<file path="config.mk">
export PLATFORM = sky130hd
export DESIGN_NAME = mem_bus_arbiter
export DESIGN_NICKNAME = d
export VERILOG_FILES = /design/src/rtl/mem_bus_pkg.sv /design/src/rtl/rr_priority_pick.sv /design/src/rtl/mem_bus_arbiter.sv
export SDC_FILE = /design/constraint.sdc
export NUM_CORES = 1
export LEC_CHECK = 0
export CAP_MARGIN = 25
export CORE_AREA = 2 2 110 112
export CTS_CLUSTER_DIAMETER = 100
export DETAILED_ROUTE_END_ITERATION = 7
export DIE_AREA = 0 0 112 114
export GPL_TIMING_DRIVEN = 0
export PLACE_DENSITY = 0.64
export SKIP_CTS_REPAIR_TIMING = 1
export SYNTH_ARGS = -nofsm -noshare
export SYNTH_HDL_FRONTEND = slang
export SYNTH_SLANG_ARGS = --single-unit
</file>
<file path="constraint.sdc">
create_clock -name clk -period 1.7 [get_ports clk]
set_clock_uncertainty 0.1 [all_clocks]
set_input_delay 0.34 -clock clk [delete_from_list [all_inputs] [get_ports clk]]
set_output_delay 0.34 -clock clk [all_outputs]
set_load 0.01 [all_outputs]
</file>
<file path="src/rtl/mem_bus_pkg.sv">
// rtl/mem_bus_pkg.sv - shared constants and types for the memory bus arbiter
//
// Purpose: bus widths, FSM state encodings, the forced-completion read value
// and the request bundle type used by mem_bus_arbiter.
// Ports: none (package).

package mem_bus_pkg;

    localparam int ADDR_W = 32;
    localparam int DATA_W = 32;
    localparam int STRB_W = 4;

    // Arbiter FSM state, kept as plain constants so older tools that lack
    // enum support in ports and waveforms still read them cleanly.
    typedef logic [0:0] arb_state_t;

    localparam arb_state_t ST_IDLE = 1'b0;
    localparam arb_state_t ST_BUSY = 1'b1;

    // Read data returned to a master whose transaction was forced complete.
    localparam logic [DATA_W-1:0] TIMEOUT_RDATA = 32'hDEAD_BEEF;

    // One master's request as presented on the shared slave side.
    typedef struct packed {
        logic [ADDR_W-1:0] addr;
        logic [DATA_W-1:0] wdata;
        logic [STRB_W-1:0] wstrb;
    } bus_req_t;

endpackage

</file>
<file path="src/rtl/rr_priority_pick.sv">
// rtl/rr_priority_pick.sv - combinational rotate-and-scan round-robin picker
//
// Purpose: pick the first asserted request starting one position after the
// previous winner and wrapping modulo N. Purely combinational so it can be
// reused wherever a fair one-of-N choice is needed.
// Ports:
//   req      in   N            request vector
//   last     in   $clog2(N)    index of the previous winner
//   gnt_idx  out  $clog2(N)    index of the chosen requester (0 when none)
//   any_req  out  1            at least one request is asserted

module rr_priority_pick #(
    parameter int N = 2
) (
    input  logic [N-1:0]         req,
    input  logic [$clog2(N)-1:0] last,
    output logic [$clog2(N)-1:0] gnt_idx,
    output logic                 any_req
);

    localparam int IW = $clog2(N);

    // Scan last+1 .. last+N; the previous winner is checked last so it only
    // wins again when nobody else is asking.
    always_comb begin
        gnt_idx = '0;
        any_req = 1'b0;
        for (int k = 1; k <= N; k++) begin
            if (!any_req && req[IW'((int'(last) + k) % N)]) begin
                any_req = 1'b1;
                gnt_idx = IW'((int'(last) + k) % N);
            end
        end
    end

endmodule

</file>
<file path="src/rtl/mem_bus_arbiter.sv">
// rtl/mem_bus_arbiter.sv - round-robin arbiter sharing one native memory bus among N masters
//
// Purpose: grants one master at a time onto the slave bus. A granted
// transaction stays locked until the slave answers with s_ready (or until the
// optional timeout forces completion). One arbitration cycle is spent in IDLE
// per transaction; completion back to the master is combinational.
// Optional feature: define ARB_TIMEOUT_EN to enable the BUSY watchdog that
// forces completion with TIMEOUT_RDATA and sets the sticky timeout_err flag.
// Ports:
//   clk          in   1          system clock
//   nrst         in   1          asynchronous active-low reset
//   m_valid      in   N          per-master request
//   m_addr       in   N*32       per-master address, master i at [32*i +: 32]
//   m_wdata      in   N*32       per-master write data
//   m_wstrb      in   N*4        per-master byte strobes, 0 = read
//   m_ready      out  N          one-hot completion pulse to the granted master
//   m_rdata      out  32         read data, qualified by m_ready
//   s_valid      out  1          slave request
//   s_addr       out  32         granted master's address (0 outside BUSY)
//   s_wdata      out  32         granted master's write data (0 outside BUSY)
//   s_wstrb      out  4          granted master's strobes (0 outside BUSY)
//   s_ready      in   1          slave completion
//   s_rdata      in   32         slave read data
//   grant        out  $clog2(N)  current / last granted master
//   busy         out  1          transaction in progress
//   timeout_err  out  1          sticky forced-completion flag

module mem_bus_arbiter
    import mem_bus_pkg::*;
#(
    parameter int N              = 2,
    parameter int TIMEOUT_CYCLES = 255
) (
    input  logic                   clk,
    input  logic                   nrst,
    input  logic [N-1:0]           m_valid,
    input  logic [N*ADDR_W-1:0]    m_addr,
    input  logic [N*DATA_W-1:0]    m_wdata,
    input  logic [N*STRB_W-1:0]    m_wstrb,
    output logic [N-1:0]           m_ready,
    output logic [DATA_W-1:0]      m_rdata,
    output logic                   s_valid,
    output logic [ADDR_W-1:0]      s_addr,
    output logic [DATA_W-1:0]      s_wdata,
    output logic [STRB_W-1:0]      s_wstrb,
    input  logic                   s_ready,
    input  logic [DATA_W-1:0]      s_rdata,
    output logic [$clog2(N)-1:0]   grant,
    output logic                   busy,
    output logic                   timeout_err
);

    localparam int GW = $clog2(N);

    arb_state_t    state;
    logic [GW-1:0] last;

    logic [GW-1:0] pick_idx;
    logic          pick_any;

    logic          valid_g;
    bus_req_t      req_g;

    logic          done_ok;
    logic          force_done;
    logic          finish;
    logic          abort;

    rr_priority_pick #(
        .N (N)
    ) u_pick (
        .req     (m_valid),
        .last    (last),
        .gnt_idx (pick_idx),
        .any_req (pick_any)
    );

    // Select the granted master's request lines.
    always_comb begin
        valid_g = 1'b0;
        req_g   = '0;
        for (int i = 0; i < N; i++) begin
            if (GW'(i) == grant) begin
                valid_g     = m_valid[i];
                req_g.addr  = m_addr[ADDR_W*i +: ADDR_W];
                req_g.wdata = m_wdata[DATA_W*i +: DATA_W];
                req_g.wstrb = m_wstrb[STRB_W*i +: STRB_W];
            end
        end
    end

    assign busy    = (state == ST_BUSY);
    assign s_valid = busy & valid_g;
    assign s_addr  = busy ? req_g.addr  : '0;
    assign s_wdata = busy ? req_g.wdata : '0;
    assign s_wstrb = busy ? req_g.wstrb : '0;

    assign done_ok = s_valid & s_ready;
    // The granted master withdrew its request before the slave answered.
    assign abort   = busy & ~valid_g;
    assign finish  = done_ok | force_done;

`ifdef ARB_TIMEOUT_EN
    localparam logic [15:0] TO_LAST = 16'(TIMEOUT_CYCLES - 1);

    logic [15:0] wait_cnt;

    assign force_done = s_valid & ~s_ready & (wait_cnt == TO_LAST);
    assign m_rdata    = force_done ? TIMEOUT_RDATA : s_rdata;

    // Held at zero while IDLE, so every BUSY period starts counting from 0.
    always_ff @(posedge clk or negedge nrst) begin
        if (!nrst) begin
            wait_cnt    <= '0;
            timeout_err <= 1'b0;
        end else begin
            if (state == ST_IDLE) begin
                wait_cnt <= '0;
            end else if (!s_ready) begin
                wait_cnt <= wait_cnt + 16'd1;
            end
            if (force_done) begin
                timeout_err <= 1'b1;
            end
        end
    end
`else
    assign force_done  = 1'b0;
    assign m_rdata     = s_rdata;
    // TIMEOUT_CYCLES has no effect in this build; the flag is a constant 0.
    assign timeout_err = 1'b0 & (TIMEOUT_CYCLES > 0);
`endif

    always_comb begin
        m_ready = '0;
        for (int i = 0; i < N; i++) begin
            if (GW'(i) == grant) begin
                m_ready[i] = finish;
            end
        end
    end

    // last starts at N-1 so the first grant after reset goes to master 0.
    always_ff @(posedge clk or negedge nrst) begin
        if (!nrst) begin
            state <= ST_IDLE;
            grant <= '0;
            last  <= GW'(N - 1);
        end else begin
            case (state)
                ST_IDLE: begin
                    if (pick_any) begin
                        grant <= pick_idx;
                        state <= ST_BUSY;
                    end
                end
                ST_BUSY: begin
                    if (finish) begin
                        last  <= grant;
                        state <= ST_IDLE;
                    end else if (abort) begin
                        // Aborted transactions do not advance the rotation.
                        state <= ST_IDLE;
                    end
                end
                default: state <= ST_IDLE;
            endcase
        end
    end

endmodule

</file>
==> results of run 1 <==
-- registers in the layout, indices dropped and copies added (netlist names) --
name / flops
busy: 1
last: 1
grant: 1
-- synthesized netlist by cell type --
| master | n | area share |
|---|---|---|
| mux2i_1 | 69 | 0.42 |
| nor2_1 | 2 | 0.0046 |
| nor2b_1 | 69 | 0.26 |
| buf_6 | 6 | 0.041 |
| nor3_2 | 1 | 0.0061 |
| conb_1 | 1 | 0.0023 |
| inv_1 | 1 | 0.0023 |
| dfstp_2 | 1 | 0.016 |
| a21boi_1 | 1 | 0.0046 |
| buf_4 | 34 | 0.16 |
| o2bb2ai_1 | 1 | 0.0053 |
| nand2b_1 | 2 | 0.0076 |
| o21ai_0 | 1 | 0.0030 |
| nand2_1 | 2 | 0.0046 |
| clkbuf_1 | 7 | 0.016 |
| and4b_1 | 1 | 0.0061 |
| dfrtp_1 | 2 | 0.031 |
| buf_2 | 2 | 0.0061 |
| a31oi_1 | 1 | 0.0038 |
-- worst max-delay path: stages (launching register included) --
cell	delay (ns)
dfrtp_2	0.39
buf_12	0.17
buf_12	0.15
mux2i_1	0.21
nor2b_1	0.06
dlymetal6s2s_1	0.17
-- logic make-up (layout without fill, tap and decap cells) --
family,after synthesis,in the layout,share of synthesized area
DFF,3,3,0.0465
other,1,1,0.00229
and+or+nand+nor,77,77,0.292
muxes,69,69,0.421
AOI/OAI and AO/OA,4,4,0.0168
buffers and inverters,50,305,0.221
-- layout make-up --
cell class                      count  share of cell area
Timing Repair Buffer              251               0.517
Tap cell                          147              0.0434
Inverter                            1            0.000887
Buffer                             49               0.109
Sequential cell                     3              0.0183
Multi-Input combinational cell    151               0.292
Clock buffer                        4              0.0186
-- path summary, 6_finish.rpt --
kind | from | depth (start not counted) | endpoint
setup / recovery | grant | 5 | s_wdata[26]
hold / removal | nrst | 1 | busy
setup reg to reg | grant | 4 | last
hold reg to reg | last | 2 | last
max in group asynchronous | nrst | 1 | last
min in group clk | m_valid[0] | 2 | busy
-- per-stage QoR --
stage	instances	TNS [ns]	hold slack [ns]	total power (W)	cell area, µm²
2_1_floorplan	204	0	-0.0556	0.00176	1640
3_3_place_gp	596	-33.19	0.423	0.00315	4280
3_5_place_dp	596	-34.80	0.439	0.00319	4280
4_1_cts	600	-51.98	0.206	0.00358	4360
5_1_grt	606	-9.61	0.211	0.00376	4230
6_report	606	-5.04	0.201	0.00351	4230
-- layer usage --
layer / GRT usage / up-vias / routed length, µm
li1: - / 1155 / -
met3: 0.0399 / 10 / 772
met4: 0.0195 / 0 / 112
met1: 0.119 / 989 / 2850
met2: 0.215 / 141 / 4110
met5: 0 / - / 0
-- power breakdown --
group / total, W / internal [W] / switching, W
registers: 0.000138 / 0.000110 / 0.0000283
logic: 0.00300 / 0.00174 / 0.00126
clock network: 0.000375 / 0.000310 / 0.0000651
total: 0.00351 / 0.00216 / 0.00136
-- cell usage in the layout (no fill, tap or decap), types with 2 or more instances in the layout --
cell type / netlist / routed
clkbuf_2: 0 / 33
mux2i_1: 69 / 66
buf_4: 34 / 42
clkbuf_16: 0 / 3
dlymetal6s2s_1: 0 / 8
clkdlybuf4s50_1: 0 / 170
nand2b_1: 2 / 2
nor2b_1: 69 / 68
buf_6: 6 / 2
mux2i_4: 0 / 2
clkbuf_4: 0 / 3
buf_2: 2 / 34
buf_12: 0 / 7
==> flow_summary.json, run 1 <==
{
  "fmaxAchievable_mhz": 548,
  "finalSetupViolations": 69,
  "cts_sinks": 3,
  "period_minus_slack_ns": 1.82,
  "vias": 2295,
  "arrival_ns": 1.38,
  "hpwl_um": 6790,
  "peakVddDrop_mv": 0.382,
  "grt_usage": 0.112,
  "finalHoldViolCount": 0,
  "wl_per_cell_um": 13.0,
  "maxCapViolations": 0,
  "drive_gt1_frac": 0.292,
  "grt_pass1_vias": 2277,
  "die-height_um": 114,
  "worstSetupPathType": "flop to output port",
  "clockBufferDepth": 2,
  "grt-ovfl-total": 0,
  "syn_inst": 204,
  "ys_warn_count": 0,
  "power.density_mw_per_mm2": 830,
  "rsz0062_at_grt": "yes",
  "setup_ws_ns": -0.124,
  "numPortBuffers": 245,
  "via_per_inst": 3.79,
  "cts_tree": "built",
  "failed_checks": "setup timing",
  "drtPass1Iterations": 4,
  "grt_max_degree": 11,
  "antenna_cells": 0,
  "path_clk_slew_ns": 0.03,
  "gp_congestion": 0.823,
  "fp.dieW_um": 112,
  "critical_path_required_ns": 1.26,
  "cts_root_buf": "clkbuf_16",
  "core_area_mm2": 0.0117,
  "rrSetupSlack_ns": 0.43,
  "crit_path_end_kind": "output port",
  "hp-class": "input port to asynchronous set/reset pin",
  "yosys_register_bits": 3,
  "area_delta_synth_final_pct": 158,
  "fillers": 1209,
  "insertion_delay_ns": 0.22,
  "regArea_um2": 77.6,
  "design.die.area_mm2": 0.0128,
  "seq_area_frac_synth": 0.0465,
  "crit_path_start_kind": "flop",
  "syn-cell-area_mm2": 0.00164,
  "rows": 40,
  "start_util": 0.140,
  "status": "complete, but fails checks",
  "finalMaxSlewViolations": 0,
  "p_leak_nw": 2.22,
  "post-place-ws_ns": -0.572,
  "avgSynthCellArea_um2": 8.04,
  "synth_cell_types": 19,
  "drt_iter0_drc": 34,
  "drc": 0,
  "grt_pass1_wl_um": 11400,
  "antenna_found_initial": 0,
  "critPathMaxFanout": 10,
  "detail_route.wirelength_um": 7850,
  "syn_nets": 377,
  "antenna_left": 0,
  "ios": 279,
  "fin_util": 0.362,
  "cts-buffers-inserted": 3,
  "multiInputGateArea_mm2": 0.00124,
  "fin_nets": 633,
  "post-route-period-util": 1.07,
  "htree_levels": 1
}
(Power assumes the default switching activity.)
==> inputs of run 2 (changes only) <==
CORE_AREA = 2 2 107 109   (was 2 2 110 112)
DIE_AREA = 0 0 109 111   (was 0 0 112 114)
PLACE_DENSITY = 0.69   (was 0.64)
SYNTH_HIERARCHICAL = 1   (was unset)
clock period = 1.6 ns   (was 1.7 ns; I/O delays follow)
==> flow_summary.json, run 2 <==
{
  "status": "complete, but fails checks",
  "failed_checks": "setup timing",
  "drc": 0,
  "seq_area_frac_synth": 0.0452,
  "antenna_found_initial": 0,
  "crit_path_start_kind": "flop",
  "final_common_cell": "clkdlybuf4s50_1",
  "drt_iter0_drc": 46,
  "ys_warn_count": 6,
  "antenna_cells": 0,
  "use_met3": 0.0276,
  "p_leak_nw": 2.21,
  "synth_top_cell_by_area": "mux2i_1",
  "power.density_mw_per_mm2": 653,
  "critical_path_required_ns": 1.18,
  "setup_ws_ns": -0.223,
  "numPortBuffers": 245,
  "antenna_left": 0,
  "worstSetupPathType": "flop to output port",
  "via_per_inst": 3.84,
  "critPathMaxFanout": 10,
  "synth-edff-count": 0,
  "post-synth-top-count-cell": "nor2b_1",
  "htree_levels": 1,
  "grt_pass1_vias": 2251,
  "finalMaxSlewViolations": 0,
  "maxCapViolations": 0,
  "grt-ovfl-total": 0,
  "detail_route.wirelength_um": 7770,
  "synth_common_cells": "nor2b_1 (70), mux2i_1 (69), buf_4 (35)",
  "insertion_delay_ns": 0.22,
  "grt_usage": 0.112,
  "clockBufferDepth": 2,
  "start_util": 0.152,
  "finalSetupViolations": 71,
  "period_minus_slack_ns": 1.82,
  "cts_tree": "built",
  "hpwl_um": 6640,
  "multiInputGateArea_mm2": 0.00123,
  "vias": 2302,
  "design.die.area_mm2": 0.0121,
  "ios": 279,
  "syn_inst": 202,
  "gp_congestion": 0.827,
  "yosys_register_bits": 3,
  "grt_max_degree": 11,
  "die-height_um": 111,
  "met2_usage": 0.223,
  "drive_gt1_frac": 0.272,
  "synth_area_leaders": "mux2i_1 (41%), nor2b_1 (26%), buf_4 (16%)",
  "path_clk_slew_ns": 0.03,
  "ys_async_sr_fraction": 1.00,
  "drtPass1Iterations": 4,
  "syn_nets": 375,
  "area_delta_synth_final_pct": 155,
  "cts-buffers-inserted": 3,
  "final_cell_mix": "clkdlybuf4s50_1 (171), nor2b_1 (69), mux2i_1 (66), buf_2 (46), buf_4 (37)",
  "grt_use_met1": 0.115,
  "cts_root_buf": "clkbuf_16",
  "rsz0062_at_grt": "yes",
  "finalHoldViolCount": 0,
  "avgSynthCellArea_um2": 8.36,
  "fp.dieW_um": 109,
  "busiest_layer": "met2",
  "synth_top_cell_area_share": 0.409,
  "synthFlopType": "dfrtp_1",
  "regArea_um2": 77.6,
  "hp-class": "input port to asynchronous set/reset pin",
  "fillers": 1145,
  "synth_cell_types": 18,
  "rows": 39,
  "cts_sinks": 3,
  "core_area_mm2": 0.0111,
  "fmaxAchievable_mhz": 549,
  "grt_pass1_wl_um": 10900,
  "fin_nets": 630,
  "p_total_w": 0.00281,
  "post-route-period-util": 1.14,
  "peakVddDrop_mv": 0.278,
  "crit_path_end_kind": "output port",
  "arrival_ns": 1.40,
  "syn-cell-area_mm2": 0.00169,
  "post-place-ws_ns": -0.507,
  "wl_per_cell_um": 13.0
}
run 2: final timing paths:
path                             from          end  slack (ns)  cells after the start
worst max-delay path            grant  s_wdata[28]       -0.22                      5
worst min-delay path             nrst         busy        0.18                      1
worst max register to register  grant        grant        0.38                      3
worst min register to register   last         last        0.46                      2
max in group asynchronous        nrst         last        1.00                      1
min in group clk                 last         last        0.46                      2
run 2: area by class of cell:
class / instances / share of cell area
Buffer: 50 / 0.105
Clock buffer: 4 / 0.0183
Multi-Input combinational cell: 149 / 0.287
Sequential cell: 3 / 0.0180
Tap cell: 143 / 0.0416
Timing Repair Buffer: 250 / 0.531
run 2: critical path, cell delays in order (launching register included):
cell and delay [ns]:
dfrtp_2 0.41, buf_12 0.15, buf_6 0.16, mux2i_1 0.21, nor2b_1 0.07, dlymetal6s2s_1 0.17
run 2: cell families (layout without fill, tap and decap cells):
kind of cell / Yosys count / count (layout) / share of synthesized area
AO/OA/AOI/OAI: 2 / 2 / 0.00816
multiplexers: 70 / 70 / 0.416
AND/OR/NAND/NOR: 76 / 76 / 0.291
flip-flops: 3 / 3 / 0.0452
other: 1 / 1 / 0.00222
buffers and inverters: 50 / 304 / 0.238
run 2: where the power goes:
group | internal [W] | total [W] | leakage [nW] | switching (W)
clock | 0.000329 | 0.000398 | 0.0382 | 0.0000690
sequential | 0.0000957 | 0.000120 | 0.0334 | 0.0000243
combinational | 0.00139 | 0.00229 | 2.14 | 0.000903
total | 0.00181 | 0.00281 | 2.21 | 0.000997
run 2: metal layers:
layer | share of wire | wire, µm
met1 | 0.34 | 2620
met2 | 0.55 | 4310
met3 | 0.10 | 806
met4 | 0.0050 | 39
met5 | 0 | 0
run 2: stage by stage:
stage	instance area [µm²]	std cells	TNS, ns	hold WS, ns	util
after floorplan	1690	202	0	-0.0756	-
after global placement	4320	590	-29.76	0.410	0.390
after detailed placement	4320	590	-29.82	0.416	0.390
after CTS	4400	594	-47.50	0.185	0.397
after global routing	4310	599	-15.88	0.200	0.389
final	4310	599	-11.46	0.181	0.389
==> inputs of run 3 (changes only) <==
CORE_AREA = 2 2 110 112   (was 2 2 107 109)
DIE_AREA = 0 0 112 114   (was 0 0 109 111)
DONT_BUFFER_PORTS = 1   (was unset)
PLACE_DENSITY = 0.34   (was 0.69)
==> flow_summary.json, run 3 (synthesized netlist as in run 2, its figures left out) <==
{
  "insertion_delay_ns": 0.22,
  "die-height_um": 114,
  "design.die.area_mm2": 0.0128,
  "grt_pass1_vias": 1275,
  "cts_tree": "built",
  "slowest_delay_ns": 0.46,
  "wl_per_cell_um": 14.7,
  "arrival_ns": 1.36,
  "antenna_left": 0,
  "grt_use_met1": 0.0578,
  "hpwl_um": 4430,
  "p_leak_nw": 0.966,
  "grt_pass1_wl_um": 6250,
  "drive_gt1_frac": 0.627,
  "finalMaxSlewViolations": 0,
  "critPathBufInv": 2,
  "crit_slowest_cell": "dfrtp_2",
  "power.density_mw_per_mm2": 976,
  "worstSetupPathType": "flop to output port",
  "fin_nets": 383,
  "fmaxAchievable_mhz": 563,
  "use_met3": 0.0175,
  "gp_congestion": 0.696,
  "cts_sinks": 3,
  "crit_path_end_kind": "output port",
  "finalHoldViolCount": 0,
  "finalSetupViolations": 71,
  "hp-class": "input port to flop",
  "critical_path_required_ns": 1.18,
  "grt-ovfl-total": 0,
  "failed_checks": "setup timing",
  "final_cell_mix": "mux2i_1 (57), nor2b_2 (55), buf_4 (35), nor2b_1 (14), mux2i_2 (10)",
  "drtPass1Iterations": 3,
  "antenna_found_initial": 0,
  "maxCapViolations": 0,
  "fin_setup_tns_ns": -9.74,
  "core_area_mm2": 0.0117,
  "crit_path_frequent_cell": "buf_12",
  "busiest_layer": "met2",
  "critPathTopFamily": "flip-flops",
  "fin_cells": 356,
  "grt_max_degree": 11,
  "htree_levels": 1,
  "clockBufferDepth": 2,
  "area_delta_synth_final_pct": 33.7,
  "met2_usage": 0.135,
  "cts-buffers-inserted": 3,
  "dp_cells": 349,
  "vias": 1443,
  "drc": 0,
  "crit_chain": "buf_12 -> buf_12 -> mux2i_4 -> nor2b_2",
  "period_minus_slack_ns": 1.78,
  "grt_usage": 0.0631,
  "path_clk_slew_ns": 0.03,
  "drt_iter0_drc": 27,
  "final_common_cell": "mux2i_1",
  "via_per_inst": 4.05,
  "start_util": 0.144,
  "detail_route.wirelength_um": 5230,
  "fp.dieW_um": 112,
  "rows": 40,
  "status": "complete, but fails checks",
  "critPathMaxFanout": 10,
  "crit_path_start_kind": "flop",
  "ios": 279,
  "peakVddDrop_mv": 0.295,
  "numPortBuffers": 0,
  "setup_ws_ns": -0.177,
  "cts_root_buf": "clkbuf_16",
  "antenna_cells": 0,
  "post-route-period-util": 1.11,
  "rsz0062_at_grt": "yes"
}
## run 3: changes by cell type in the layout (fill, tap and decap cells not counted), sizes merged
cell           delta
buf              -49
dlymetal6s2s     -18
clkdlybuf4s50   -171
dlygate4sd3       +1
clkbuf           -10
## run 3: cell type report
type | count | area, µm²
well taps | 147 | 184
repair buffers | 3 | 46.3
clock buffers | 4 | 78.8
plain buffers | 50 | 448
flip-flops and latches | 3 | 78.8
multi-input cells | 149 | 1420
fillers | 1297 | 9450
## run 3: report_power, final
group	leakage (nW)	switching, W	total, W	internal, W
Clock	0.0382	0.0000648	0.000393	0.000328
Combinational	0.896	0.000808	0.00168	0.000872
Sequential	0.0323	0.0000342	0.000131	0.0000965
Total	0.966	0.000907	0.00220	0.00130
## run 3: stage by stage
step | power [W] | setup WS, ns | area [µm²] | utilization | hold WS, ns
global placement | 0.00152 | -0.165 | 1870 | 0.160 | -0.0752
finish | 0.00220 | -0.177 | 2260 | 0.193 | 0.186
floorplan | 0.00134 | 0.159 | 1690 | - | -0.0756
detailed placement | 0.00152 | -0.167 | 1870 | 0.160 | -0.0752
global route | 0.00234 | -0.232 | 2260 | 0.193 | 0.185
CTS | 0.00193 | -0.408 | 1950 | 0.167 | -0.309
## run 3: worst paths after layout
path | cells after the start | end | startpoint | slack, ns
min in group asynchronous | 1 | grant | nrst | 0.26
max | 4 | s_wdata[22] | grant | -0.18
min reg2reg | 2 | last | last | 0.46
max in group asynchronous | 1 | last | nrst | 0.91
max reg2reg | 4 | last | busy | 0.26
min | 2 | busy | s_ready | 0.19
## run 3: routing by layer
layer | part of all wire | routed length, µm | vias up
met2 | 0.58 | 3010 | 145
met4 | 0 | 0 | 0
li1 | - | - | 654
met3 | 0.11 | 565 | 0
met1 | 0.32 | 1650 | 644
met5 | 0 | 0 | -
